<file path="config.mk">
export PLATFORM = sky130hd
export DESIGN_NAME = id_ex_hazard_ctrl
export DESIGN_NICKNAME = d
export VERILOG_FILES = /design/src/rtl/id_ex_hazard_ctrl.sv
export SDC_FILE = /design/constraint.sdc
export NUM_CORES = 1
export LEC_CHECK = 0
export CORE_AREA = 2 2 39 41
export DETAILED_ROUTE_END_ITERATION = 12
export DIE_AREA = 0 0 41 43
export PLACE_DENSITY_LB_ADDON = 0.1
export SLEW_MARGIN = 0
export SYNTH_ARGS = -nofsm -noshare
export SYNTH_HDL_FRONTEND = slang
export SYNTH_SLANG_ARGS = --single-unit
</file>
<file path="constraint.sdc">
create_clock -name clk -period 2.15 [get_ports clk]
set_clock_uncertainty 0.1 [all_clocks]
set_input_delay 0.43 -clock clk [delete_from_list [all_inputs] [get_ports clk]]
set_output_delay 0.43 -clock clk [all_outputs]
set_load 0.02 [all_outputs]
</file>
<file path="src/rtl/id_ex_hazard_ctrl.sv">
// id_ex_hazard_ctrl
//   Write-side hazard controller for the ID/EX pipeline register. Each cycle
//   it decides whether ID/EX captures the decoded instruction, a bubble
//   (all control fields zeroed), or nothing new. It also steers the PC and
//   IF/ID registers. Load-use hazards (load in EX feeding the ID instruction)
//   stall fetch/decode. Taken branches resolved in EX flush IF/ID and bubble
//   ID/EX. A small FSM (RUN / LSTALL / FLUSH) stretches either action over
//   several cycles.
//
// Parameters
//   LOAD_STALL_CYCLES  bubble cycles per load-use hazard (1..15, 0 acts as 1)
//   FLUSH_CYCLES       cycles flush/bubble are held after a taken branch
//                      (1..15, 0 acts as 1)
//
// Ports
//   clk, rst            clock (rising edge), asynchronous active-high reset
//   Instruction_ID      ID instruction; rs=[25:21], rt=[20:16]
//   UsesRs_ID/UsesRt_ID ID instruction actually reads rs / rt
//   MemRead_EX          EX instruction is a load
//   RegWrite_EX         EX instruction writes the register file
//   WriteRegAddress_EX  EX destination register
//   BranchTaken_EX      branch resolved taken in EX
//   PCWrite             PC update enable
//   IFIDWrite           IF/ID load enable
//   IFIDFlush           IF/ID loads a NOP
//   IDEXBubble          ID/EX loads zeroed control fields
//   Stalled             FSM is in LSTALL or FLUSH
//
// Optional build macro HAZARD_PERF_CNT_EN adds two saturating 32-bit
// counters: StallCycles (bubble without flush) and FlushCycles (flush
// cycles outside reset).

module id_ex_hazard_ctrl #(
   parameter int LOAD_STALL_CYCLES = 1,
   parameter int FLUSH_CYCLES      = 1
) (
   input  logic        clk,
   input  logic        rst,
   input  logic [31:0] Instruction_ID,
   input  logic        UsesRs_ID,
   input  logic        UsesRt_ID,
   input  logic        MemRead_EX,
   input  logic        RegWrite_EX,
   input  logic [4:0]  WriteRegAddress_EX,
   input  logic        BranchTaken_EX,
   output logic        PCWrite,
   output logic        IFIDWrite,
   output logic        IFIDFlush,
   output logic        IDEXBubble,
`ifdef HAZARD_PERF_CNT_EN
   output logic [31:0] StallCycles,
   output logic [31:0] FlushCycles,
`endif
   output logic        Stalled
);

   // Clamp parameters into the range the 4-bit counter can hold; 0 acts as 1.
   localparam int LS_EFF = (LOAD_STALL_CYCLES < 1) ? 1 :
                           (LOAD_STALL_CYCLES > 15) ? 15 : LOAD_STALL_CYCLES;
   localparam int FL_EFF = (FLUSH_CYCLES < 1) ? 1 :
                           (FLUSH_CYCLES > 15) ? 15 : FLUSH_CYCLES;
   localparam logic [3:0] LS_RELOAD = 4'(LS_EFF - 1);
   localparam logic [3:0] FL_RELOAD = 4'(FL_EFF - 1);

   typedef enum logic [1:0] {
      RUN    = 2'd0,
      LSTALL = 2'd1,
      FLUSH  = 2'd2
   } state_t;

   state_t     state_q, state_d;
   logic [3:0] cnt_q, cnt_d;

   logic [4:0] rs_id;
   logic [4:0] rt_id;
   logic       hz;
   logic       br;
   logic       unused_instr;

   assign rs_id = Instruction_ID[25:21];
   assign rt_id = Instruction_ID[20:16];
   assign unused_instr = ^{Instruction_ID[31:26], Instruction_ID[15:0]};

   // $0 is hard-wired zero, so a load targeting it can never feed ID.
   assign hz = MemRead_EX & RegWrite_EX & (WriteRegAddress_EX != 5'd0) &
               ((UsesRs_ID & (WriteRegAddress_EX == rs_id)) |
                (UsesRt_ID & (WriteRegAddress_EX == rt_id)));
   assign br = BranchTaken_EX;

   always_ff @(posedge clk or posedge rst) begin
      if (rst) begin
         state_q <= RUN;
         cnt_q   <= 4'd0;
      end else begin
         state_q <= state_d;
         cnt_q   <= cnt_d;
      end
   end

   always_comb begin
      state_d    = state_q;
      cnt_d      = cnt_q;
      PCWrite    = 1'b1;
      IFIDWrite  = 1'b1;
      IFIDFlush  = 1'b0;
      IDEXBubble = 1'b0;

      // A taken branch wins in every state; it redirects fetch, squashes
      // IF/ID and bubbles ID/EX, and (re)starts the flush window.
      if (br) begin
         IFIDFlush  = 1'b1;
         IDEXBubble = 1'b1;
         if (FL_EFF > 1) begin
            state_d = FLUSH;
            cnt_d   = FL_RELOAD;
         end else begin
            state_d = RUN;
            cnt_d   = 4'd0;
         end
      end else begin
         unique case (state_q)
            RUN: begin
               if (hz) begin
                  PCWrite    = 1'b0;
                  IFIDWrite  = 1'b0;
                  IDEXBubble = 1'b1;
                  if (LS_EFF > 1) begin
                     state_d = LSTALL;
                     cnt_d   = LS_RELOAD;
                  end
               end
            end
            // EX holds a bubble here, so hz is not re-evaluated.
            LSTALL: begin
               PCWrite    = 1'b0;
               IFIDWrite  = 1'b0;
               IDEXBubble = 1'b1;
               cnt_d      = cnt_q - 4'd1;
               if (cnt_q == 4'd1) state_d = RUN;
            end
            // Fetch continues normally; the wrong-path slots are squashed.
            FLUSH: begin
               IFIDFlush  = 1'b1;
               IDEXBubble = 1'b1;
               cnt_d      = cnt_q - 4'd1;
               if (cnt_q == 4'd1) state_d = RUN;
            end
            default: begin
               state_d = RUN;
               cnt_d   = 4'd0;
            end
         endcase
      end

      // Reset drives the pipeline to a safe bubble immediately, not at an edge.
      if (rst) begin
         PCWrite    = 1'b0;
         IFIDWrite  = 1'b0;
         IFIDFlush  = 1'b1;
         IDEXBubble = 1'b1;
      end
   end

   assign Stalled = (state_q == LSTALL) || (state_q == FLUSH);

`ifdef HAZARD_PERF_CNT_EN
   logic [31:0] stall_cycles_q, stall_cycles_d;
   logic [31:0] flush_cycles_q, flush_cycles_d;

   always_comb begin
      stall_cycles_d = stall_cycles_q;
      flush_cycles_d = flush_cycles_q;
      if (IDEXBubble && !IFIDFlush && (stall_cycles_q != 32'hFFFF_FFFF))
         stall_cycles_d = stall_cycles_q + 32'd1;
      if (IFIDFlush && !rst && (flush_cycles_q != 32'hFFFF_FFFF))
         flush_cycles_d = flush_cycles_q + 32'd1;
   end

   always_ff @(posedge clk or posedge rst) begin
      if (rst) begin
         stall_cycles_q <= 32'd0;
         flush_cycles_q <= 32'd0;
      end else begin
         stall_cycles_q <= stall_cycles_d;
         flush_cycles_q <= flush_cycles_d;
      end
   end

   assign StallCycles = stall_cycles_q;
   assign FlushCycles = flush_cycles_q;
`endif

endmodule

</file>
==> results <==
## power by group
part / leakage [nW] / switching (W) / internal [W]
clock network: 0 / 0 / 0
logic: 0.203 / 0.0000327 / 0.0000524
registers: 0 / 0 / 0
## final cells by class
cell class | count | area (um2)
well taps | 16 | 20.0
inverters | 1 | 3.75
multi-input cells | 21 | 175
fillers | 159 | 921
repair buffers | 30 | 264
## timing repair
| item | CTS | global route |
|---|---|---|
| resized for setup | 41 | 1 |
| hold buffers | 0 | 0 |
| pin swaps | 14 | 7 |
| setup endpoints to repair | 4 | 3 |
## per-stage QoR
step	utilization [%]	cell area, um2	instances	hold WS (ns)	total power, W
after floorplan	-	188	24	0.791	0.0000361
after global placement	34.7	480	68	1.86	0.0000938
after detailed placement	34.7	480	68	1.87	0.0000948
after CTS	33.3	460	68	1.38	0.0000866
after global routing	33.5	463	68	1.38	0.0000925
final	33.5	463	68	1.36	0.0000851
## layout by cell type, fill, tap and decap left out
cell type	synthesis	layout
dlygate4sd2_1	0	12
xnor2_1	10	10
clkdlybuf4s50_1	0	6
buf_4	2	5
buf_2	0	3
buf_6	0	3
nand4_1	2	2
nand2_1	2	2
inv_1	1	1
o22ai_2	0	1
or3_1	1	1
o311a_1	1	1
a31oi_4	0	1
or2_2	1	1
a21o_1	1	1
conb_1	1	1
dlymetal6s2s_1	0	1
## kinds of logic after synthesis
kind of cell / share of synthesized area (%)
AO/OA/AOI/OAI: 17.4
XOR/XNOR: 50.7
buffers and inverters: 10.9
other: 2.17
AND/OR/NAND/NOR: 18.8
## worst max-delay path, stage by stage
cell     delay [ns]
buf_6          0.09
or3_1          0.36
o311a_1        0.34
a21o_1         0.19
buf_2          0.15
## how the worst min path moves through the flow
stage	startpoint	to	slack (ns)	cells after the start
floorplan	rst	IFIDWrite	0.79	1
detailed placement	BranchTaken_EX	IFIDWrite	1.87	4
global route	WriteRegAddress_EX[4]	IFIDWrite	1.38	5
finish	WriteRegAddress_EX[4]	IFIDWrite	1.36	5
CTS	WriteRegAddress_EX[4]	IFIDWrite	1.38	5
global placement	BranchTaken_EX	PCWrite	1.86	4
## metal layers
metal / vias to the layer above / part of all wire, %
met5: - / 0
met4: 0 / 0
met3: 0 / 8.5
met2: 12 / 56
met1: 112 / 36
li1: 136 / -
==> metrics <==
Setup crit start WriteRegAddress_EX[4]; drt pass-1 iters 2; number of global-route vias before repair 239; critical path peak fanout 2; gr usage total 6.89%; clkbuf count 0; Rows 14; initial antenna violation count 0; top cells by count, synth xnor2_1 (10), buf_4 (2), nand2_1 (2), nand4_1 (2); grt peak-use layer met2; initial core utilization 12.5%; first-pass GRT wire length 903 um; met3 usage 0%; Period minus WS final 2.10 ns; FFs & Latches 0; HPWL after DPL 573 um; Arrival @ worst endpoint 1.57 ns; CP Capture Type primary output; RSZ-0062 raised after global routing false; Setup WS pre-CTS -0.763 ns; Die Wd 41 um; Top Ports 49; sequential-to-total area share from yosys stat 0%; Tcrit/Tclk final 97.6%; synthesized instance count 24; layout cell share with drive strength beyond 1 26.9%; Net count, final 98; max cap viols 0; PD cells 184 nW/um2; GR Overflow Total 0; largest net degree at the start of global routing 4; Crit Path Class input port to primary output; LEAKAGE 0.203 nW; DRC errors left 0; syn_nets 68; status completed; Setup crit start kind input port; GPL Wtd Cong 0.652; final-report hold violation count 0; postcts setup bufs 0; final worst-path setup slack 0.0523 ns; top post-synthesis cells by area xnor2_1 (51%), buf_4 (8.7%), nand4_1 (7.2%); Synth area leader xnor2_1; most common cell in the netlist xnor2_1; PortBufs 25; Tightest Hold Check Type input port to primary output; core area 1380 um2; Detailed Route Iter0 Violations 2; Ant. Diodes 0; Synth Cell Area 173 um2; DIE HEIGHT 43 um; via count 260; Pins Over Slew Limit 0; vias per cell 3.82; DRT Wirelength 627 um; Die Area 1760 um2; Area Overhead vs Synth 168%; WP data required 1.62 ns; Avg Inst Size Synth 7.19 um2; top-area cell type share of the netlist area 50.7%; register area 0 um2; Peak VDD IR 0.0581 mV; Yosys warning count 0; met1 usage 7.28%; number of distinct library cells after synthesis 12; Fin Setup TNS 0 ns; endpoints failing setup 0; average routed wire per standard cell 9.22 um; Setup crit end IDEXBubble; Routed Antenna Nets 0; grt met2 use 14.4%; fmax 477 MHz
No activity file was read; power rests on OpenSTA's default activity.
